## src/rtl/dmem_lsu_pkg.sv

```systemverilog
// Shared types, constants and request-classification helpers for the load/store unit.
package dmem_lsu_pkg;

  localparam int unsigned WORD_LEN = 32;

  localparam logic [2:0] F3_B  = 3'b000;
  localparam logic [2:0] F3_H  = 3'b001;
  localparam logic [2:0] F3_W  = 3'b010;
  localparam logic [2:0] F3_BU = 3'b100;
  localparam logic [2:0] F3_HU = 3'b101;

  typedef enum logic [2:0] {
    ST_IDLE,
    ST_RD,
    ST_DATA,
    ST_WR,
    ST_ERR
  } lsu_state_e;

  // Reserved funct3 codes, and stores that ask for an unsigned width.
  function automatic logic f3_illegal(input logic wen, input logic [2:0] f3);
    return (f3 == 3'b011) || (f3 == 3'b110) || (f3 == 3'b111) || (wen && f3[2]);
  endfunction

  // f3[1:0] = size: 00 byte, 01 half, 10 word.
  function automatic logic misaligned(input logic [1:0] size, input logic [1:0] lo);
    case (size)
      2'b01:   return lo[0];
      2'b10:   return lo != 2'b00;
      default: return 1'b0;
    endcase
  endfunction

  // Clears the low address bits to the natural alignment of the access size.
  function automatic logic [WORD_LEN-1:0] align_addr(input logic [1:0] size,
                                                     input logic [WORD_LEN-1:0] addr);
    logic [WORD_LEN-1:0] a;
    a = addr;
    if (size == 2'b01) a[0] = 1'b0;
    if (size == 2'b10) a[1:0] = 2'b00;
    return a;
  endfunction

endpackage

```

## src/rtl/dmem_lsu_if.sv

```systemverilog
// Core-side request/response bundle of the load/store unit.
interface dmem_lsu_if;
  import dmem_lsu_pkg::*;

  logic                req_valid;
  logic                req_ready;
  logic                req_wen;
  logic [2:0]          req_funct3;
  logic [WORD_LEN-1:0] req_addr;
  logic [WORD_LEN-1:0] req_wdata;
  logic                resp_valid;
  logic                resp_err;
  logic [WORD_LEN-1:0] resp_rdata;

  modport master (
    output req_valid, req_wen, req_funct3, req_addr, req_wdata,
    input  req_ready, resp_valid, resp_err, resp_rdata
  );

  modport slave (
    input  req_valid, req_wen, req_funct3, req_addr, req_wdata,
    output req_ready, resp_valid, resp_err, resp_rdata
  );
endinterface

```

## src/rtl/dmem_lsu_data_align.sv

```systemverilog
// Combinational lane logic: load extract/extend and sub-word store merge.
module lsu_data_align
  import dmem_lsu_pkg::*;
(
  input  logic [2:0]          funct3_i,
  input  logic [1:0]          lane_i,
  input  logic [WORD_LEN-1:0] rdata_i,
  input  logic [WORD_LEN-1:0] wdata_i,
  output logic [WORD_LEN-1:0] load_data_o,
  output logic [WORD_LEN-1:0] store_data_o
);

  logic [7:0]  byte_sel;
  logic [15:0] half_sel;

  // Pick the addressed byte/half from the read word and extend it per funct3.
  always_comb begin
    case (lane_i)
      2'd0:    byte_sel = rdata_i[7:0];
      2'd1:    byte_sel = rdata_i[15:8];
      2'd2:    byte_sel = rdata_i[23:16];
      default: byte_sel = rdata_i[31:24];
    endcase
    half_sel = lane_i[1] ? rdata_i[31:16] : rdata_i[15:0];
    case (funct3_i)
      F3_B:    load_data_o = {{(WORD_LEN-8){byte_sel[7]}}, byte_sel};
      F3_BU:   load_data_o = {{(WORD_LEN-8){1'b0}}, byte_sel};
      F3_H:    load_data_o = {{(WORD_LEN-16){half_sel[15]}}, half_sel};
      F3_HU:   load_data_o = {{(WORD_LEN-16){1'b0}}, half_sel};
      default: load_data_o = rdata_i;
    endcase
  end

  // Replace the addressed lane of the read word with the low bits of the store data.
  always_comb begin
    store_data_o = rdata_i;
    case (funct3_i[1:0])
      2'b00: begin
        case (lane_i)
          2'd0:    store_data_o[7:0]   = wdata_i[7:0];
          2'd1:    store_data_o[15:8]  = wdata_i[7:0];
          2'd2:    store_data_o[23:16] = wdata_i[7:0];
          default: store_data_o[31:24] = wdata_i[7:0];
        endcase
      end
      2'b01: begin
        if (lane_i[1]) store_data_o[31:16] = wdata_i[15:0];
        else           store_data_o[15:0]  = wdata_i[15:0];
      end
      default: store_data_o = wdata_i;
    endcase
  end

endmodule

```

## src/rtl/dmem_lsu.sv

```systemverilog
// Load/store unit: RV32I loads/stores onto a word-wide, 1-cycle-read memory port.
module dmem_lsu
  import dmem_lsu_pkg::*;
#(
  parameter bit MISALIGN_TRAP = 1'b1
) (
  input  logic                clk,
  input  logic                rst_n,
  dmem_lsu_if.slave           core,
  output logic [WORD_LEN-1:0] mem_addr,
  input  logic [WORD_LEN-1:0] mem_rdata,
  output logic                mem_wen,
  output logic [WORD_LEN-1:0] mem_wdata
);

  lsu_state_e          state_q, state_d;
  logic [WORD_LEN-1:0] addr_q, addr_d;
  logic [WORD_LEN-1:0] wdata_q, wdata_d;
  logic [2:0]          f3_q, f3_d;
  logic                wen_q, wen_d;
  logic                resp_valid_q, resp_valid_d;
  logic                resp_err_q, resp_err_d;
  logic [WORD_LEN-1:0] resp_rdata_q, resp_rdata_d;
  logic [WORD_LEN-1:0] load_data, store_data;
  logic                req_bad;

  lsu_data_align u_align (
    .funct3_i     (f3_q),
    .lane_i       (addr_q[1:0]),
    .rdata_i      (mem_rdata),
    .wdata_i      (wdata_q),
    .load_data_o  (load_data),
    .store_data_o (store_data)
  );

  assign req_bad = f3_illegal(core.req_wen, core.req_funct3) ||
                   (MISALIGN_TRAP && misaligned(core.req_funct3[1:0], core.req_addr[1:0]));

  // Next-state, request latching and registered response.
  always_comb begin
    state_d      = state_q;
    addr_d       = addr_q;
    wdata_d      = wdata_q;
    f3_d         = f3_q;
    wen_d        = wen_q;
    resp_valid_d = 1'b0;
    resp_err_d   = 1'b0;
    resp_rdata_d = '0;
    case (state_q)
      ST_IDLE: begin
        if (core.req_valid) begin
          addr_d  = MISALIGN_TRAP ? core.req_addr
                                  : align_addr(core.req_funct3[1:0], core.req_addr);
          wdata_d = core.req_wdata;
          f3_d    = core.req_funct3;
          wen_d   = core.req_wen;
          if (req_bad) begin
            // Error response is registered here so it appears in C1.
            state_d      = ST_ERR;
            resp_valid_d = 1'b1;
            resp_err_d   = 1'b1;
          end else if (core.req_wen && core.req_funct3 == F3_W) begin
            state_d = ST_WR;
          end else begin
            state_d = ST_RD;
          end
        end
      end
      ST_RD: state_d = ST_DATA;
      ST_DATA: begin
        state_d      = ST_IDLE;
        resp_valid_d = 1'b1;
        if (!wen_q) resp_rdata_d = load_data;
      end
      ST_WR: begin
        state_d      = ST_IDLE;
        resp_valid_d = 1'b1;
      end
      default: state_d = ST_IDLE;
    endcase
  end

  // State and latched request; reset clears everything asynchronously.
  always_ff @(posedge clk or negedge rst_n) begin
    if (!rst_n) begin
      state_q      <= ST_IDLE;
      addr_q       <= '0;
      wdata_q      <= '0;
      f3_q         <= '0;
      wen_q        <= 1'b0;
      resp_valid_q <= 1'b0;
      resp_err_q   <= 1'b0;
      resp_rdata_q <= '0;
    end else begin
      state_q      <= state_d;
      addr_q       <= addr_d;
      wdata_q      <= wdata_d;
      f3_q         <= f3_d;
      wen_q        <= wen_d;
      resp_valid_q <= resp_valid_d;
      resp_err_q   <= resp_err_d;
      resp_rdata_q <= resp_rdata_d;
    end
  end

  // Memory port driven from state so mem_wen falls as soon as reset asserts.
  always_comb begin
    mem_addr  = '0;
    mem_wen   = 1'b0;
    mem_wdata = '0;
    case (state_q)
      ST_RD: mem_addr = addr_q;
      ST_DATA: begin
        mem_addr = addr_q;
        if (wen_q) begin
          mem_wen   = 1'b1;
          mem_wdata = store_data;
        end
      end
      ST_WR: begin
        mem_addr  = addr_q;
        mem_wen   = 1'b1;
        mem_wdata = wdata_q;
      end
      default: ;
    endcase
  end

  assign core.req_ready  = (state_q == ST_IDLE);
  assign core.resp_valid = resp_valid_q;
  assign core.resp_err   = resp_err_q;
  assign core.resp_rdata = resp_rdata_q;

endmodule

```

## src/flat_wrapper.sv

```systemverilog
// flat-port wrapper written by rule: the top's interface ports become plain ports
module dmem_lsu_flat import dmem_lsu_pkg::*;
#(
  parameter bit MISALIGN_TRAP = 1'b1
)
  (clk, rst_n, mem_addr, mem_rdata, mem_wen, mem_wdata, core_req_valid, core_req_wen, core_req_funct3, core_req_addr, core_req_wdata, core_req_ready, core_resp_valid, core_resp_err, core_resp_rdata);
  dmem_lsu_if core_i ();
  input  logic clk;
  input  logic rst_n;
  output logic [WORD_LEN-1:0] mem_addr;
  input  logic [WORD_LEN-1:0] mem_rdata;
  output logic mem_wen;
  output logic [WORD_LEN-1:0] mem_wdata;
  input wire logic [$bits(core_i.req_valid)-1:0] core_req_valid;
  input wire logic [$bits(core_i.req_wen)-1:0] core_req_wen;
  input wire logic [$bits(core_i.req_funct3)-1:0] core_req_funct3;
  input wire logic [$bits(core_i.req_addr)-1:0] core_req_addr;
  input wire logic [$bits(core_i.req_wdata)-1:0] core_req_wdata;
  output wire logic [$bits(core_i.req_ready)-1:0] core_req_ready;
  output wire logic [$bits(core_i.resp_valid)-1:0] core_resp_valid;
  output wire logic [$bits(core_i.resp_err)-1:0] core_resp_err;
  output wire logic [$bits(core_i.resp_rdata)-1:0] core_resp_rdata;
  assign core_i.req_valid = core_req_valid;
  assign core_i.req_wen = core_req_wen;
  assign core_i.req_funct3 = core_req_funct3;
  assign core_i.req_addr = core_req_addr;
  assign core_i.req_wdata = core_req_wdata;
  assign core_req_ready = core_i.req_ready;
  assign core_resp_valid = core_i.resp_valid;
  assign core_resp_err = core_i.resp_err;
  assign core_resp_rdata = core_i.resp_rdata;
  dmem_lsu #(.MISALIGN_TRAP(MISALIGN_TRAP)) u_core (.clk(clk), .rst_n(rst_n), .core(core_i), .mem_addr(mem_addr), .mem_rdata(mem_rdata), .mem_wen(mem_wen), .mem_wdata(mem_wdata));
endmodule
```

## config.mk

```make
export PLATFORM = sky130hd
export DESIGN_NAME = dmem_lsu_flat
export DESIGN_NICKNAME = d
export VERILOG_FILES = /design/src/rtl/dmem_lsu_pkg.sv /design/src/rtl/dmem_lsu_if.sv /design/src/rtl/dmem_lsu_data_align.sv /design/src/rtl/dmem_lsu.sv /design/src/flat_wrapper.sv
export SDC_FILE = /design/constraint.sdc
export NUM_CORES = 1
export LEC_CHECK = 0
export CORE_MARGIN = 4
export CORE_UTILIZATION = 40
export DETAILED_ROUTE_END_ITERATION = 10
export PLACE_DENSITY = 0.76
export SETUP_SLACK_MARGIN = 0.05
export SLEW_MARGIN = 20
export SYNTH_ARGS = -nofsm -noshare
export SYNTH_HDL_FRONTEND = slang
export SYNTH_SLANG_ARGS = --single-unit
```

## constraint.sdc

```tcl
create_clock -name clk -period 4.4 [get_ports clk]
set_input_delay 0.88 -clock clk [delete_from_list [all_inputs] [get_ports clk]]
set_output_delay 0.88 -clock clk [all_outputs]
set_load 0.02 [all_outputs]
```

==> impl_metrics.json <==
{
  "fmax_ghz": 0.255,
  "crit_path_start_kind": "register",
  "p_leak_nw": 3.60,
  "synth_top_area_cell": "dfrtp_1",
  "drc": 0,
  "synthCells": 662,
  "path_clk_slew_ns": 0.07,
  "antenna_found_initial": 0,
  "hpwl_um": 13300,
  "gp_routability_congestion": 0.927,
  "yosysSeqAreaShare_pct": 46.2,
  "core.rowCount": 43,
  "h-tree-depth": 3,
  "finClkSkew_ns": 0.0103,
  "cts_tree": "yes",
  "status": "completed",
  "synthMuxAreaShare_pct": 5.08,
  "synth_top_area_share_pct": 46.2,
  "viasPerCell": 5.30,
  "num_vias": 5427,
  "routedWlPerCell_um": 17.7,
  "grt_pass1_vias": 5324,
  "cp_cell_sequence": "inv_2 -> a211oi_2 -> nand2_1 -> a211oi_1 -> clkdlybuf4s50_1",
  "layout-drive-gt1-share_pct": 4.98,
  "synthTopCellsByArea": "dfrtp_1 (46%), nand2_1 (14%), and2_1 (3.7%)",
  "finalInstanceArea_um2": 8090,
  "drtAntennaViolNets": 0,
  "synthArstFlopShare_pct": 100,
  "drt_first_pass_iters": 5,
  "rrSetupSlack_ns": 1.91,
  "power_mw": 3.23,
  "drt-initial-drc-count": 517,
  "min_path_type": "register to register",
  "avgSynthCellArea_um2": 8.59,
  "synth_compound_area_share_pct": 19.9,
  "yosysUniqueCellTypes": 47,
  "syn_to_final_growth_pct": 42.2,
  "cap_viol_max_count": 0,
  "clk_path_buf_depth": 2,
  "routed_wl_um": 18200,
  "crit_path_end_kind": "output port",
  "syn_area_um2": 5690,
  "grt.total_usage_pct": 22.5,
  "path_class": "register to output port",
  "clk_latency_ns": 0.36,
  "p_per_area_nw_per_um2": 399,
  "worst_pin_slew_ns": 1.09,
  "cts_buffers": 9,
  "hold_buffers": 0,
  "crit_arrival_ns": 3.05,
  "yosys.area_share.simple_pct": 22.7,
  "grt_max_degree": 67,
  "cts_sinks": 105,
  "nets": 945,
  "die_w_um": 127,
  "ir_drop_mv": 0.286,
  "dpl_cell_area_um2": 7800,
  "synth_xor_area_share_pct": 0,
  "setup_viol": 0,
  "port_buffers": 202,
  "grt.overflow.total": 0,
  "post_cts_resized": 0,
  "slew_headroom_pct": 26.9,
  "fin_crit_sh_pct": 89.3,
  "yosys_most_used_dff": "dfrtp_1",
  "io_pins": 203,
  "synth_warnings": 0,
  "placed_cells_incl_taps": 1008,
  "crit_required_ns": 3.52,
  "start_util_pct": 41.0,
  "period_needed_ns": 3.93,
  "final_common_cell": "nand2_1",
  "core_um2": 13900,
  "tns_ns": 0,
  "grt_setup_unrepaired": "no",
  "path_max_fanout": 14,
  "die_h_um": 127,
  "synth_top_family_by_area": "simple AND/OR/NAND/NOR gates",
  "synth-seq-cells": 105,
  "diodes": 0,
  "hold_viol": 0,
  "synth_enable_flop_cells": 0,
  "cp_slowest_cell": "dfrtp_1",
  "cts_root_buf": "clkbuf_16",
  "post_cts_buffers": 0,
  "layout_common_cells": "nand2_1 (218), clkdlybuf4s50_1 (201), dfrtp_1 (105)",
  "cpPeakStageDelay_ns": 0.72,
  "timing.hold.ws_ns": 0.467,
  "grt_pass1_wl_um": 28800,
  "instances_no_fill": 1024,
  "maxSlewViolCount": 0,
  "synthAdderAreaFrac_pct": 0.660,
  "syn_nets": 768,
  "die_area_um2": 16200
}
-- report_power, final --
group | switching (mW) | internal [mW]
combinational | 0.628 | 0.460
sequential | 0.192 | 1.15
clock | 0.356 | 0.443
-- layer usage --
| layer | GRT usage, % | wire length, um |
|---|---|---|
| met5 | 0 | 0 |
| met4 | 8.33 | 529 |
| met3 | 7.82 | 1840 |
| met2 | 34.9 | 8210 |
| met1 | 29.2 | 7570 |
-- registers in the layout (all words and copies together) (netlist names) --
signal	cells
u_core.f3_q	3
u_core.wen_q	1
u_core.wdata_q	32
u_core.core.resp_valid	1
u_core.state_q	3
u_core.core.resp_rdata	32
u_core.addr_q	32
u_core.core.resp_err	1
-- critical path, delay by kind of cell (launching register included) --
| kind | cells | cell delay (ns) |
|---|---|---|
| flops | 1 | 0.72 |
| simple gates | 1 | 0.13 |
| buf+inv | 2 | 0.96 |
| compound gates | 2 | 0.86 |
-- worst paths after layout --
kind	startpoint	to	cells past startpoint
worst max-delay path	u_core.addr_q[1]	mem_wdata[2]	5
worst min-delay path	u_core.addr_q[6]	u_core.addr_q[6]	2
worst max register to register	u_core.addr_q[1]	u_core.core.resp_rdata[21]	5
worst min register to register	u_core.addr_q[6]	u_core.addr_q[6]	2
max in group asynchronous	rst_n	u_core.addr_q[29]	2
min in group asynchronous	rst_n	u_core.core.resp_rdata[10]	1
-- layout make-up --
class	instances	area (um^2)
sequential	105	2630
tap	180	225
timing repair buffer	212	2110
fill	1271	5790
clock buffer	12	236
inverter	23	86.3
clock inverter	4	53.8
multi-input combinational	488	2750
-- synth_stat cells (3+ instances only) --
cell type / count
buf_1: 4
o21ai_0: 36
mux2_1: 5
a211oi_1: 7
nand2_1: 219
clkbuf_1: 20
buf_4: 8
a22oi_1: 7
buf_2: 13
inv_1: 21
nor2b_1: 4
mux2i_1: 15
dfrtp_1: 105
a22o_1: 17
nor2_1: 17
nand3_1: 8
nand2b_1: 3
a221oi_1: 16
and2_1: 34
o221ai_1: 22
a21oi_1: 28
mux2_2: 6
nor3_1: 4
ha_1: 3
a21o_1: 16
-- through the flow --
| stage | utilization (%) | setup WS [ns] |
|---|---|---|
| floorplan | - | 1.64 |
| global placement | 56.2 | 0.829 |
| detailed placement | 56.2 | 0.819 |
| CTS | 58.3 | 0.481 |
| global route | 58.3 | 0.279 |
| finish | 58.3 | 0.471 |
-- kinds of logic after synthesis --
family                   Yosys count
AND/OR/NAND/NOR                  299
AO/OA/AOI/OAI                    159
flip-flops                       105
buffers and inverters             69
multiplexers                      27
adder cells (fa/ha/maj)            3
(Power assumes the default switching activity.)
